[src/rtl/fb_write_ctrl_if.sv]
// Frame-buffer write-port bundle: address, pixel data and write strobe.
// The sequencer drives it as master; the buffer write port is the slave.
interface fb_write_ctrl_if #(
  parameter int AW = 8,
  parameter int DW = 3
);

  logic [AW-1:0] wr_addr;
  logic [DW-1:0] wr_data;
  logic          wr_en;

  modport master (
    output wr_addr,
    output wr_data,
    output wr_en
  );

  modport slave (
    input wr_addr,
    input wr_data,
    input wr_en
  );

endinterface

[src/rtl/fb_write_ctrl.sv]
// Frame-buffer write sequencer: full-buffer clear sweep plus button cursor.
// Optional feature macro: BUTTON_DEBOUNCE_EN (debounce on both buttons).
module fb_write_ctrl #(
  parameter int AW         = 8,
  parameter int DW         = 3,
  parameter int DEB_CYCLES = 750000,
  parameter int DEB_W      = 20
) (
  input  logic            clk,
  input  logic            rst,
  input  logic [DW-1:0]   switch,
  input  logic            bntr,
  input  logic            bntl,
  input  logic            clr_req,
  fb_write_ctrl_if.master wr,
  output logic [AW-1:0]   cursor,
  output logic            busy
);

  if (DEB_W < 1 || DEB_W > 62 ||
      (64'(1) << DEB_W) <= 64'(DEB_CYCLES)) begin : g_bad_deb
    $error("fb_write_ctrl: DEB_W too narrow for DEB_CYCLES");
  end

  typedef enum logic [1:0] {
    IDLE,
    CLEAR,
    PAINT
  } state_t;

  logic [DW-1:0] sw_m_q, sw_s_q;
  logic          br_m_q, br_s_q;
  logic          bl_m_q, bl_s_q;

  always_ff @(posedge clk or negedge rst) begin
    if (!rst) begin
      sw_m_q <= '0;
      sw_s_q <= '0;
      br_m_q <= 1'b0;
      br_s_q <= 1'b0;
      bl_m_q <= 1'b0;
      bl_s_q <= 1'b0;
    end else begin
      sw_m_q <= switch;
      sw_s_q <= sw_m_q;
      br_m_q <= bntr;
      br_s_q <= br_m_q;
      bl_m_q <= bntl;
      bl_s_q <= bl_m_q;
    end
  end

  logic br_lvl, bl_lvl;

`ifdef BUTTON_DEBOUNCE_EN
  localparam logic [DEB_W-1:0] DebLast = DEB_W'(DEB_CYCLES - 1);

  logic [DEB_W-1:0] dbr_cnt_q, dbl_cnt_q;
  logic             dbr_q, dbl_q;

  // Level flips only after DEB_CYCLES consecutive disagreeing samples.
  always_ff @(posedge clk or negedge rst) begin
    if (!rst) begin
      dbr_cnt_q <= '0;
      dbl_cnt_q <= '0;
      dbr_q     <= 1'b0;
      dbl_q     <= 1'b0;
    end else begin
      if (br_s_q == dbr_q) begin
        dbr_cnt_q <= '0;
      end else if (dbr_cnt_q == DebLast) begin
        dbr_q     <= br_s_q;
        dbr_cnt_q <= '0;
      end else begin
        dbr_cnt_q <= dbr_cnt_q + DEB_W'(1);
      end
      if (bl_s_q == dbl_q) begin
        dbl_cnt_q <= '0;
      end else if (dbl_cnt_q == DebLast) begin
        dbl_q     <= bl_s_q;
        dbl_cnt_q <= '0;
      end else begin
        dbl_cnt_q <= dbl_cnt_q + DEB_W'(1);
      end
    end
  end

  assign br_lvl = dbr_q;
  assign bl_lvl = dbl_q;
`else
  assign br_lvl = br_s_q;
  assign bl_lvl = bl_s_q;
`endif

  logic br_prev_q, bl_prev_q, clr_prev_q;
  logic ev_r_q, ev_l_q;
  logic ev_clr;

  always_ff @(posedge clk or negedge rst) begin
    if (!rst) begin
      br_prev_q  <= 1'b0;
      bl_prev_q  <= 1'b0;
      clr_prev_q <= 1'b0;
      ev_r_q     <= 1'b0;
      ev_l_q     <= 1'b0;
    end else begin
      br_prev_q  <= br_lvl;
      bl_prev_q  <= bl_lvl;
      clr_prev_q <= clr_req;
      ev_r_q     <= br_lvl & ~br_prev_q;
      ev_l_q     <= bl_lvl & ~bl_prev_q;
    end
  end

  assign ev_clr = clr_req & ~clr_prev_q;

  state_t        state_q, state_d;
  logic          pend_clr_q, pend_clr_d;
  logic          pend_r_q, pend_r_d;
  logic          pend_l_q, pend_l_d;
  logic          svc_clr, svc_r, svc_l;
  logic [AW-1:0] addr_q, addr_d;
  logic [AW-1:0] cursor_q, cursor_d;
  logic [DW-1:0] data_q, data_d;
  logic          wen_q, wen_d;
  logic          busy_q, busy_d;

  // Outputs are computed for the next state so they register with it.
  always_comb begin
    state_d  = state_q;
    addr_d   = addr_q;
    data_d   = data_q;
    cursor_d = cursor_q;
    wen_d    = 1'b0;
    busy_d   = 1'b0;
    svc_clr  = 1'b0;
    svc_r    = 1'b0;
    svc_l    = 1'b0;
    unique case (state_q)
      IDLE: begin
        if (pend_clr_q) begin
          svc_clr = 1'b1;
          state_d = CLEAR;
          addr_d  = '0;
          data_d  = sw_s_q;
          wen_d   = 1'b1;
          busy_d  = 1'b1;
        end else if (pend_r_q && pend_l_q) begin
          svc_r = 1'b1;
          svc_l = 1'b1;
        end else if (pend_r_q) begin
          svc_r    = 1'b1;
          state_d  = PAINT;
          cursor_d = cursor_q + AW'(1);
          addr_d   = cursor_q + AW'(1);
          data_d   = sw_s_q;
          wen_d    = 1'b1;
        end else if (pend_l_q) begin
          svc_l    = 1'b1;
          state_d  = PAINT;
          cursor_d = cursor_q - AW'(1);
          addr_d   = cursor_q - AW'(1);
          data_d   = sw_s_q;
          wen_d    = 1'b1;
        end
      end
      CLEAR: begin
        if (addr_q == '1) begin
          state_d = IDLE;
        end else begin
          addr_d = addr_q + AW'(1);
          wen_d  = 1'b1;
          busy_d = 1'b1;
        end
      end
      PAINT: begin
        state_d = IDLE;
      end
      default: begin
        state_d = IDLE;
      end
    endcase
    pend_clr_d = (pend_clr_q & ~svc_clr) | ev_clr;
    pend_r_d   = (pend_r_q & ~svc_r) | ev_r_q;
    pend_l_d   = (pend_l_q & ~svc_l) | ev_l_q;
  end

  always_ff @(posedge clk or negedge rst) begin
    if (!rst) begin
      state_q    <= IDLE;
      pend_clr_q <= 1'b0;
      pend_r_q   <= 1'b0;
      pend_l_q   <= 1'b0;
      addr_q     <= '0;
      data_q     <= '0;
      cursor_q   <= '0;
      wen_q      <= 1'b0;
      busy_q     <= 1'b0;
    end else begin
      state_q    <= state_d;
      pend_clr_q <= pend_clr_d;
      pend_r_q   <= pend_r_d;
      pend_l_q   <= pend_l_d;
      addr_q     <= addr_d;
      data_q     <= data_d;
      cursor_q   <= cursor_d;
      wen_q      <= wen_d;
      busy_q     <= busy_d;
    end
  end

  assign wr.wr_addr = addr_q;
  assign wr.wr_data = data_q;
  assign wr.wr_en   = wen_q;
  assign cursor     = cursor_q;
  assign busy       = busy_q;

endmodule

[src/flat_wrapper.sv]
// flat-port wrapper written by rule: the top's interface ports become plain ports
module fb_write_ctrl_flat 
#(
  parameter int AW         = 8,
  parameter int DW         = 3,
  parameter int DEB_CYCLES = 750000,
  parameter int DEB_W      = 20
)
  (clk, rst, switch, bntr, bntl, clr_req, cursor, busy, wr_wr_addr, wr_wr_data, wr_wr_en);
  fb_write_ctrl_if #(.AW(AW), .DW(DW)) wr_i ();
  input  logic clk;
  input  logic rst;
  input  logic [DW-1:0] switch;
  input  logic bntr;
  input  logic bntl;
  input  logic clr_req;
  output logic [AW-1:0] cursor;
  output logic busy;
  output wire logic [$bits(wr_i.wr_addr)-1:0] wr_wr_addr;
  output wire logic [$bits(wr_i.wr_data)-1:0] wr_wr_data;
  output wire logic [$bits(wr_i.wr_en)-1:0] wr_wr_en;
  assign wr_wr_addr = wr_i.wr_addr;
  assign wr_wr_data = wr_i.wr_data;
  assign wr_wr_en = wr_i.wr_en;
  fb_write_ctrl #(.AW(AW), .DW(DW), .DEB_CYCLES(DEB_CYCLES), .DEB_W(DEB_W)) u_core (.clk(clk), .rst(rst), .switch(switch), .bntr(bntr), .bntl(bntl), .clr_req(clr_req), .wr(wr_i), .cursor(cursor), .busy(busy));
endmodule
[config.mk]
export PLATFORM = sky130hd
export DESIGN_NAME = fb_write_ctrl_flat
export DESIGN_NICKNAME = d
export VERILOG_FILES = /design/src/rtl/fb_write_ctrl_if.sv /design/src/rtl/fb_write_ctrl.sv /design/src/flat_wrapper.sv
export SDC_FILE = /design/constraint.sdc
export NUM_CORES = 1
export LEC_CHECK = 0
export ABC_AREA = 1
export CAP_MARGIN = 20
export CORE_MARGIN = 2
export CORE_UTILIZATION = 40
export CTS_BUF_LIST = sky130_fd_sc_hd__clkbuf_16
export DETAILED_ROUTE_END_ITERATION = 6
export GPL_TIMING_DRIVEN = 0
export PLACE_DENSITY = 0.59
export SYNTH_ARGS = -nofsm -noshare
export SYNTH_HDL_FRONTEND = slang
export SYNTH_SLANG_ARGS = --single-unit
export TNS_END_PERCENT = 50
[constraint.sdc]
create_clock -name clk -period 1.8 [get_ports clk]
set_clock_uncertainty 0.05 [all_clocks]
set_input_delay 0.36 -clock clk [delete_from_list [all_inputs] [get_ports clk]]
set_output_delay 0.36 -clock clk [all_outputs]
set_load 0.03 [all_outputs]
==> results.md <==
Layout:
- The area growth from synthesis to layout is 33.3%.
- For this run, the number of standard cells in the final layout without fillers is 311.
- 0 antenna diodes ended up in the layout.
- The fraction of final layout cells with drive strength greater than 1 is 15.2%.
- At the end of the flow, the number of nets in the layout was 274.
- Fill cells in the final layout number roughly 420.
- The area used by multi-input combinational logic is 885 µm².
- Once layout is done, the placed cells without fillers occupy 2590 µm².
- The register cell area after layout is 1030 µm².

Setup path:
- The signal on the critical path passes through clkdlybuf4s50_1.
- The slowest cell on the critical path is sky130_fd_sc_hd__clkdlybuf4s50_1.
- The internal reg-to-reg setup slack is 70 ps.
- The critical path's largest stage delay is 690 ps.
- The number of buffer and inverter instances along the worst setup path is 1.
- The endpoint class of the critical path is a primary output.
- The largest driver fanout on the critical path is 3.
- The critical path is of the register to primary output type.
- Data arrives at the worst endpoint at 1360 ps.
- The worst endpoint required time is between 1000 and 1500 ps.
- The kind of cell adding the most delay to the critical path is buffers and inverters.
- The startpoint class of the critical path is a register.

Hold path:
- The type of the tightest min-delay check is register to register.

Clock network:
- The H-tree was split into 2 levels.
- The TritonCTS clock tree is yes.
- The clock insertion delay at the later pin of the skew report is 280 ps.
- Clock-pin slew was measured on the worst setup and hold paths at roughly 60 ps.
- TritonCTS created 5 clock buffers.
- The number of buffers on the longest clock path is 2.
- The cell chosen for the clock root is sky130_fd_sc_hd__clkbuf_16.
- The number of sinks handled by clock tree synthesis is 41.

Yosys:
- Averaged over all synthesized cells, the footprint is 8.96 µm².
- The share of the yosys chip area belonging to registers is around 53%.
- The post-synthesis register bit count is 41.
- sky130_fd_sc_hd__nand2_1 is the most common cell in the netlist.
- sky130_fd_sc_hd__dfrtp_1 takes more of the synthesized area than any other cell.
- The total nets after synthesis is around 240.
- The proportion of netlist area held by the largest area contributor is 52.8%.
- By area the synthesized netlist is led by sky130_fd_sc_hd__dfrtp_1, sky130_fd_sc_hd__nand2_1, sky130_fd_sc_hd__ha_1.
- The cell count after synthesis came out at 217.
- The total number of yosys warnings is 0.
- The async set-reset flop share out of synthesis is between 90% and 100%.
- The most instantiated flip-flop cell in the synthesis netlist is sky130_fd_sc_hd__dfrtp_1.
- The count of distinct cell types in the synthesized netlist is 23.
- The area of the mapped netlist is 1940 µm².
- Ranked by instance count, the synthesized netlist is headed by sky130_fd_sc_hd__nand2_1, sky130_fd_sc_hd__dfrtp_1, sky130_fd_sc_hd__inv_1, sky130_fd_sc_hd__nand3_1, sky130_fd_sc_hd__nor2_1.
- The number of enable-type register cells in the synthesized netlist is 0.

Floorplan:
- The floorplan has 25 rows.
- The number of top-level design ports is 29.
- The starting density of the core is around two fifths.
- In this run the horizontal extent of the chip is approximately 74 µm.
- In this run the vertical extent of the chip is about 74 µm.
- The die covers 5430 µm².
- The region available for standard cell placement spans about 4700 µm².

Routing:
- The number of vias in the routed layout is 1519.
- The aggregate routed wire length is 3720 µm.
- Dividing the detail-routed via count by the number of cells gives 4.88.
- The number of detailed-route iterations in the first pass is 4.
- The first routing iteration left around 120 violations.
- In the final routed layout, each cell accounts on average for around 12 µm.
- The antenna violation net count after detailed routing is 0.
- The DRC violation count after routing is 0.

Power:
- The worst vdd rail ir drop is about 730 µV.
- The leakage power is 1.39 nW.
- In this run the power density over the cells is between 700 and 800 nW/µm².

STA:
- The minimum setup slack in the final design is 30.1 ps.
- The total count of hold-check failures in the final report came to 0.
- The final setup violation count is 0.
- The tightest slew margin relative to the limit is 73.4%.
- Dividing the final minimum period by the clock period gives 98.3%.
- For this run, the top clock speed supported by timing is 565 MHz.
- Summed over all failing endpoints, the final setup total negative slack is 0 ps.
- The slew at the pin closest to its max-slew limit is 398 ps.
- Setup repair after global routing could not meet its margin everywhere.
- The max-slew violation count is 0.
- The time the worst path needs with I/O delays and setup is 1770 ps.

Placement:
- The count of buffers inserted at the top-level ports is 28.
- The instance area at placement is ~2300 µm².
- The placer congestion estimate is between 0.7 and 0.8.
- The post-place setup slack is -172 ps.
- The detailed placement HPWL is ~2700 µm.
- The placed instance count is 300.

Global routing:
- The initial antenna violation count came to 0.
- The first global-routing pass estimated approximately 6500 µm of wire.
- The overall routing resource usage is between 10% and 20%.
- The number of global-route vias before repair came to around 1500.
- Entering global routing, the biggest net connects 31 pins.
- For this run the aggregate overflow at the end of global routing stands at 0.

Flow run:
- The count of maximum capacitance violations is 0.

Run status:
- The run finished with clean final reports.
==> final cells by class <==
| class | instances | share of cell area (%) |
|---|---|---|
| Tap cell | 54 | 2.61 |
| Timing Repair Buffer | 32 | 12.6 |
| Sequential cell | 41 | 39.7 |
| Inverter | 29 | 4.39 |
| Clock inverter | 3 | 1.79 |
| Clock buffer | 5 | 4.83 |
| Multi-Input combinational cell | 147 | 34.1 |
==> metal layers <==
metal | global-route usage (%) | share of wire, % | wire length, µm | vias up
met3 | 4.12 | 3.8 | 142 | 5
li1 | - | - | - | 776
met1 | 19.7 | 47 | 1740 | 713
met4 | 5.45 | 1.2 | 44 | 0
met2 | 26.4 | 48 | 1790 | 25
met5 | 0 | 0 | 0 | -
==> through the flow <==
stage                     power, W  hold slack (ps)  utilization [%]
after floorplan           0.000962             14.4                -
after detailed placement   0.00100              221             49.2
after CTS                  0.00204              299             53.3
final                      0.00201              296             55.3
after global placement    0.000996              281             48.9
after global routing       0.00210              313             55.3
==> placed cells by master, fill, tap and decap left out, types with 6 or more instances in the layout <==
cell type and count:
sky130_fd_sc_hd__o21ai_1 7, sky130_fd_sc_hd__clkdlybuf4s50_1 14, sky130_fd_sc_hd__dlymetal6s2s_1 6, sky130_fd_sc_hd__dlygate4sd2_1 7, sky130_fd_sc_hd__nand2_1 64, sky130_fd_sc_hd__inv_2 8
sky130_fd_sc_hd__inv_1 20, sky130_fd_sc_hd__nand3_1 15, sky130_fd_sc_hd__ha_1 6, sky130_fd_sc_hd__o21ai_0 6, sky130_fd_sc_hd__nor2_1 13, sky130_fd_sc_hd__dfrtp_1 39
==> path summary, 6_finish.rpt <==
kind | from | to | depth (start not counted)
min reg2reg | u_core.sw_m_q[2] | u_core.sw_s_q[2] | 0
min in group asynchronous | rst | u_core.cursor[5] | 2
max reg2reg | u_core.pend_r_q | u_core.wr.wr_addr[7] | 10
max | u_core.cursor[7] | cursor[7] | 1
min | u_core.sw_m_q[2] | u_core.sw_s_q[2] | 0
max in group asynchronous | rst | u_core.cursor[0] | 3
==> cells by family after synthesis <==
logic type                 Yosys count  synth area share [%]
adders and majority gates           10                  6.82
DFF                                 41                  52.8
xor gates and xnor gates             6                  2.70
muxes                                3                  1.74
buffers and inverters               29                  5.60
AOI/OAI and AO/OA                   25                  7.08
and+or+nand+nor                    103                  23.3
==> sequential cells by signal, summed over array words and instances, names as in the netlist <==
name,flops
u_core.wr.wr_data,3
u_core.ev_l_q,1
u_core.bl_m_q,1
u_core.cursor,8
u_core.busy,1
u_core.pend_l_q,1
u_core.sw_s_q,3
u_core.pend_r_q,1
u_core.sw_m_q,3
u_core.clr_prev_q,1
u_core.ev_r_q,1
u_core.br_lvl,1
u_core.wr.wr_en,1
u_core.pend_clr_q,1
u_core.wr.wr_addr,8
u_core.bl_prev_q,1
u_core.br_m_q,1
u_core.br_prev_q,1
u_core.state_q,2
u_core.bl_lvl,1
==> power breakdown <==
| part | switching [W] | internal (W) |
|---|---|---|
| logic | 0.0000210 | 0.0000194 |
| registers | 0.00000416 | 0.000938 |
| clock network | 0.000368 | 0.000656 |
| total | 0.000393 | 0.00161 |
==> repair_timing <==
action | CTS | global route
endpoints found under the hold margin | 11 | 0
setup buffers | 0 | 2
setup endpoints to repair | 17 | 14
gates resized for setup | 12 | 19
hold buffers | 1 | 0
Power figures use the tool's default switching activity.
